[src/rtl/result_uart_streamer.sv]
// Streams the N x N result matrix over a UART 8N1 line: header 0xA5, each element
// MSB byte first, then the XOR of all payload bytes. Drives the TX pin from a register.
module result_uart_streamer #(
    parameter int N            = 4,
    parameter int ELEM_W       = 32,
    parameter int CLKS_PER_BIT = 868,
    parameter int ADDR_W       = (N * N > 1) ? $clog2(N * N) : 1
) (
    input  logic              clk,
    input  logic              rst_n,
    input  logic              start,
    output logic [ADDR_W-1:0] rd_addr,
    input  logic [ELEM_W-1:0] rd_data,
    output logic              tx,
    output logic              busy,
    output logic              done
);
    localparam int BYTES  = ELEM_W / 8;
    localparam int BCNT_W = (BYTES > 1) ? $clog2(BYTES) : 1;
    localparam int CNT_W  = $clog2(CLKS_PER_BIT);

    localparam logic [7:0]        HEADER    = 8'hA5;
    localparam logic [BCNT_W-1:0] LAST_BYTE = BCNT_W'(BYTES - 1);
    localparam logic [ADDR_W-1:0] LAST_ADDR = ADDR_W'(N * N - 1);
    localparam logic [CNT_W-1:0]  LAST_CNT  = CNT_W'(CLKS_PER_BIT - 1);

    typedef enum logic [2:0] {
        S_IDLE, S_HDR, S_FETCH, S_LATCH, S_BYTES, S_CKSUM, S_DONE
    } state_t;

    typedef enum logic [1:0] {
        BIT_IDLE, BIT_START, BIT_DATA, BIT_STOP
    } bit_state_t;

    state_t            state_q, state_d;
    bit_state_t        bit_q, bit_d;
    logic [CNT_W-1:0]  cnt_q, cnt_d;
    logic [2:0]        bit_idx_q, bit_idx_d;
    logic [7:0]        shift_q, shift_d;
    logic [ELEM_W-1:0] elem_q, elem_d;
    logic [BCNT_W-1:0] byte_q, byte_d;
    logic [7:0]        cksum_q, cksum_d;
    logic [ADDR_W-1:0] addr_q, addr_d;
    logic              tx_q, tx_d;

    logic              load;
    logic [7:0]        load_byte;
    logic              frame_end;

    assign frame_end = (bit_q == BIT_STOP) && (cnt_q == LAST_CNT);

    // Outer sequencer: decides which byte the bit engine sends next. Bytes are
    // folded into the checksum as they are handed over, so the running value
    // is already complete when the last element byte leaves.
    always_comb begin
        // NOTE: every signal gets a default before the case so no path leaves
        // it unassigned, which would otherwise infer a latch.
        state_d   = state_q;
        addr_d    = addr_q;
        elem_d    = elem_q;
        byte_d    = byte_q;
        cksum_d   = cksum_q;
        load      = 1'b0;
        load_byte = HEADER;

        unique case (state_q)
            S_IDLE: begin
                addr_d = '0;
                if (start) begin
                    load    = 1'b1;
                    cksum_d = '0;
                    state_d = S_HDR;
                end
            end
            S_HDR: begin
                if (frame_end) begin
                    addr_d  = '0;
                    state_d = S_FETCH;
                end
            end
            S_FETCH: state_d = S_LATCH;
            S_LATCH: begin
                load      = 1'b1;
                load_byte = rd_data[ELEM_W-1 -: 8];
                elem_d    = rd_data << 8;
                byte_d    = '0;
                cksum_d   = cksum_q ^ rd_data[ELEM_W-1 -: 8];
                state_d   = S_BYTES;
            end
            S_BYTES: begin
                if (frame_end) begin
                    if (byte_q != LAST_BYTE) begin
                        load      = 1'b1;
                        load_byte = elem_q[ELEM_W-1 -: 8];
                        elem_d    = elem_q << 8;
                        byte_d    = byte_q + 1'b1;
                        cksum_d   = cksum_q ^ elem_q[ELEM_W-1 -: 8];
                    end else if (addr_q != LAST_ADDR) begin
                        addr_d  = addr_q + 1'b1;
                        state_d = S_FETCH;
                    end else begin
                        load      = 1'b1;
                        load_byte = cksum_q;
                        state_d   = S_CKSUM;
                    end
                end
            end
            S_CKSUM: begin
                if (frame_end) state_d = S_DONE;
            end
            S_DONE:  state_d = S_IDLE;
            default: state_d = S_IDLE;
        endcase
    end

    // Bit engine: start bit, eight data bits LSB first, stop bit. A load on the
    // stop bit's final cycle starts the next frame with no idle gap.
    always_comb begin
        bit_d     = bit_q;
        cnt_d     = cnt_q;
        bit_idx_d = bit_idx_q;
        shift_d   = shift_q;
        tx_d      = 1'b1;

        if (bit_q != BIT_IDLE) begin
            cnt_d = (cnt_q == LAST_CNT) ? '0 : cnt_q + 1'b1;
        end

        unique case (bit_q)
            BIT_START: begin
                if (cnt_q == LAST_CNT) begin
                    bit_d     = BIT_DATA;
                    bit_idx_d = '0;
                end
            end
            BIT_DATA: begin
                if (cnt_q == LAST_CNT) begin
                    if (bit_idx_q == 3'd7) begin
                        bit_d = BIT_STOP;
                    end else begin
                        bit_idx_d = bit_idx_q + 1'b1;
                        shift_d   = shift_q >> 1;
                    end
                end
            end
            BIT_STOP: begin
                if (cnt_q == LAST_CNT) bit_d = BIT_IDLE;
            end
            default: bit_d = BIT_IDLE;
        endcase

        if (load) begin
            bit_d   = BIT_START;
            cnt_d   = '0;
            shift_d = load_byte;
        end

        unique case (bit_d)
            BIT_START: tx_d = 1'b0;
            BIT_DATA:  tx_d = shift_d[0];
            default:   tx_d = 1'b1;
        endcase
    end

    // NOTE: sequential state uses non-blocking assignments so every register
    // samples the pre-edge values; reset is synchronous and overrides all state.
    always_ff @(posedge clk) begin
        if (!rst_n) begin
            state_q   <= S_IDLE;
            bit_q     <= BIT_IDLE;
            cnt_q     <= '0;
            bit_idx_q <= '0;
            shift_q   <= '0;
            elem_q    <= '0;
            byte_q    <= '0;
            cksum_q   <= '0;
            addr_q    <= '0;
            tx_q      <= 1'b1;
        end else begin
            state_q   <= state_d;
            bit_q     <= bit_d;
            cnt_q     <= cnt_d;
            bit_idx_q <= bit_idx_d;
            shift_q   <= shift_d;
            elem_q    <= elem_d;
            byte_q    <= byte_d;
            cksum_q   <= cksum_d;
            addr_q    <= addr_d;
            tx_q      <= tx_d;
        end
    end

    assign rd_addr = addr_q;
    assign tx      = tx_q;
    assign busy    = (state_q != S_IDLE) && (state_q != S_DONE);
    assign done    = (state_q == S_DONE);

endmodule

[config.mk]
export PLATFORM = sky130hd
export DESIGN_NAME = result_uart_streamer
export DESIGN_NICKNAME = d
export VERILOG_FILES = /design/src/rtl/result_uart_streamer.sv
export SDC_FILE = /design/constraint.sdc
export NUM_CORES = 1
export LEC_CHECK = 0
export CAP_MARGIN = 40
export CORE_UTILIZATION = 50
export CTS_CLUSTER_SIZE = 40
export DETAILED_ROUTE_END_ITERATION = 8
export MAX_ROUTING_LAYER = met4
export PLACE_DENSITY = 0.83
export SYNTH_ARGS = -nofsm -noshare
export SYNTH_HDL_FRONTEND = slang
export SYNTH_SLANG_ARGS = --single-unit
[constraint.sdc]
create_clock -name clk -period 3.8 [get_ports clk]
set_clock_uncertainty 0.05 [all_clocks]
set_input_delay 0.57 -clock clk [delete_from_list [all_inputs] [get_ports clk]]
set_output_delay 0.57 -clock clk [all_outputs]
set_load 0.01 [all_outputs]
==> metrics.md <==
| Metric | Value |
|---|---|
| Setup WS pre-CTS | `1.15 ns` |
| Worst hold path class | `flop to flop` |
| DRC | `0` |
| Setup fix buffers added after clock tree synthesis | `0` |
| Crit path setup slack, layout | `1.23 ns` |
| Top cells by area, synth | `dfxtp_1 37%, nand2_1 7.2%, o211a_1 5.2%, mux2i_1 4.6%, o21ai_0 4.0%` |
| Die span in x | `85.6 um` |
| Max-cap viol count | `0` |
| FF+latch count, synth | `65` |
| Worst-Margin Slew | `0.889 ns` |
| F_max | `388 MHz` |
| Cell family with most CP delay | `simple AND/OR/NAND/NOR gates` |
| Worst reg2reg path endpoint | `tx` |
| Finished Layout Cells | `around 540` |
| Ys async rst share | `0%` |
| CTS Buf Count | `9` |
| Crit. End Element | `flop` |
| Hold Path Stages | `2` |
| Final hold vios | `0` |
| Hold worst-path end | `bit_idx_q[2]` |
| Most used cell along the critical path | `ha_1` |
| Via count | `about 3200` |
| Syn Nets | `462` |
| Number of global-route vias before repair | `2919` |
| R2r startpoint | `bit_idx_q[0]` |
| Clock tree buffer depth | `2` |
| Synth warn | `0` |
| Post-route setup TNS | `0 ns` |
| Worst hold margin | `0.424 ns` |
| Input/output buffers | `41` |
| Most used flip-flop cell after synthesis | `dfxtp_1` |
| Slowest CP cell | `nor3b_1` |
| Initial drt markers | `176` |
| CTS tree | `yes` |
| GR Util All Layers | `23.5%` |
| Post-synth EDFFs | `0` |
| Slew margin rel. | `40.2%` |
| Area delta synth->final | `17.5%` |
| WS Path Type | `flop to flop` |
| Clk sinks | `65` |
| Reg clk slew, reported paths | `0.08 ns` |
| Tmin final | `2.57 ns` |
| Outcome | `finished, final reports clean` |
| DR pass1 iterations | `5` |
| Largest net degree at the start of global routing | `50` |
| Final nets | `between 400 and 500` |
| Crit path arrival time | `between 2 and 3 ns` |
| Die height | `between 80 and 90 um` |
| Initial Utilization | `51.7%` |
| Static leakage | `1.70 nW` |
| Antenna violations before repair | `0` |
| Depth of the CTS H-tree | `3` |
| Antenna diode count | `0` |
| Cells resized by post-CTS repair | `0` |
| Critical Path Fanout Max | `6` |
| Die Outline Area | `about 7300 sq um` |
| Final Wtd Congestion | `0.895` |
| Crit path launch type | `flop` |
| Boundary Pins | `42` |
| Total Power | `1.46 mW` |
| Sequential-to-total area share from yosys stat | `37.3%` |
| Final wirelength | `around 7.6 mm` |
| VDD IR max | `0.285 mV` |
| HPWL Detailed | `5.26 mm` |
| Max-slew violation count | `0` |
| Cell count after synthesis | `422` |
| R2R Setup Slk | `approximately 1.2 ns` |
| Row count | `30` |
| RSZ-0062 raised after global routing | `false` |
| Core area | `6760 sq um` |
| First-pass GRT wire length | `13.3 mm` |
| Cell variety after synth | `58` |
| Slowest stage delay, CP | `0.61 ns` |
| Post-synth top area cell | `dfxtp_1` |
| Required time of the worst setup path | `around 4 ns` |
| Syn avg cell area | `8.28 sq um` |
| Hold path start | `bit_idx_q[2]` |
| Wire per inst | `14.2 um` |
| Tcrit/Tclk final | `a little under 70%` |
| Vias/cell | `5.86` |
| CTS hold repair buffers | `0` |
| WP buf/inv | `0` |
| PD cells | `between 300 and 400 nW/um^2` |
| Clk root buf | `clkbuf_8` |
| Mapped Area | `3490 sq um` |
| Layout cell share with drive strength beyond 1 | `under 10%` |
| Clock Latency Late Sink | `0.36 ns` |
| Cells after DPL | `roughly 520` |
| CP cell instances | `ha_1 -> ha_1 -> nor3b_1 -> nand4_1 -> mux2i_1 -> o21ba_2 -> a2bb2oi_1` |
| Share of the synthesized area in the top cell type | `37.3%` |
| Setup Viol. Count Final | `0` |
| R2r worst-path depth | `7` |
| Remaining antenna violation count | `0` |
| Remaining Overflow, GRT | `0` |
==> per-stage QoR <==
| step | utilization (%) | instance area, sq um |
|---|---|---|
| 2_1_floorplan | - | 3490 |
| 3_3_place_gp | 58.0 | 3920 |
| 3_5_place_dp | 58.0 | 3920 |
| 4_1_cts | 60.7 | 4100 |
| 5_1_grt | 60.7 | 4100 |
| 6_report | 60.7 | 4100 |
==> power breakdown <==
part	leakage [nW]	internal, mW	switching (mW)	total (mW)
logic	1.09	0.0934	0.0823	0.176
registers	0.527	0.706	0.0258	0.732
clock network	0.0859	0.261	0.290	0.551
total	1.70	1.06	0.398	1.46
==> cell usage after synthesis (all sizes together), types with 9 or more instances <==
library cell	instances
a21oi	19
and2	10
buf	9
clkbuf	16
dfxtp	65
mux2i	16
nand2	67
nand3	25
nor2	28
nor2b	9
nor3	9
o211a	18
o21ai	28
or3	9
==> per-layer routing <==
metal	vias to the layer above	track usage, %	part of all wire [%]
met5	-	-	0
li1	1568	-	-
met1	1484	27.6	45
met2	90	38.5	48
met4	0	8.94	2.0
met3	14	6.35	4.9
==> worst reg2reg max path: stages (launching register included) <==
cell	delay, ns
dfxtp_1	0.33
ha_1	0.21
ha_1	0.24
nor3b_1	0.61
nand4_1	0.39
mux2i_1	0.27
o21ba_2	0.19
a2bb2oi_1	0.15
==> cells by family (layout without fill, tap and decap cells) <==
| group | Yosys count | in the layout | synth area share [%] |
|---|---|---|---|
| and+or+nand+nor | 189 | 189 | 27.5 |
| AOI/OAI and AO/OA | 104 | 104 | 21.6 |
| DFF | 65 | 65 | 37.3 |
| buffers and inverters | 31 | 68 | 4.19 |
| muxes | 17 | 17 | 4.91 |
| xor gates and xnor gates | 11 | 11 | 2.76 |
| adders and majority gates | 5 | 5 | 1.79 |
==> area by class of cell <==
type,count,area [sq um]
Inverter,6,22.5
Sequential cell,65,1300
Clock buffer,10,138
Clock inverter,6,48.8
Multi-Input combinational cell,326,2040
Tap cell,80,100
Fill cell,598,2650
Timing Repair Buffer,46,448
==> sequential cells by signal, summed over array words and instances (netlist names) <==
signal and cells:
elem_q 24, byte_q 2, shift_q 8, bit_q 2
bit_idx_q 3, cnt_q 10, cksum_q 8, state_q 3
tx 1, rd_addr 4
==> worst max path at each step <==
stage / endpoint / startpoint / depth (start not counted) / slack, ns
4_1_cts: elem_q[28] / state_q[2] / 6 / 1.26
6_report: tx / bit_idx_q[0] / 7 / 1.23
3_3_place_gp: cksum_q[5] / start / 6 / 1.18
2_1_floorplan: rd_addr[3] / cnt_q[0] / 6 / 1.66
3_5_place_dp: cksum_q[2] / start / 6 / 1.15
5_1_grt: tx / bit_idx_q[0] / 7 / 1.05
==> cell usage in the layout, fill, tap and decap left out, types with 6 or more instances in the layout <==
cell type / instances
or3_1: 9
xnor2_1: 7
o21ai_0: 28
nand4_1: 7
nand2_1: 67
o21a_1: 7
nor3_1: 8
and3_1: 7
a21oi_1: 19
and2_1: 6
clkdlybuf4s50_1: 41
nand3_1: 25
nor2_1: 28
dfxtp_1: 65
nor2b_1: 9
o211a_1: 18
clkbuf_8: 10
mux2i_1: 16
No activity file was read; power rests on OpenSTA's default activity.
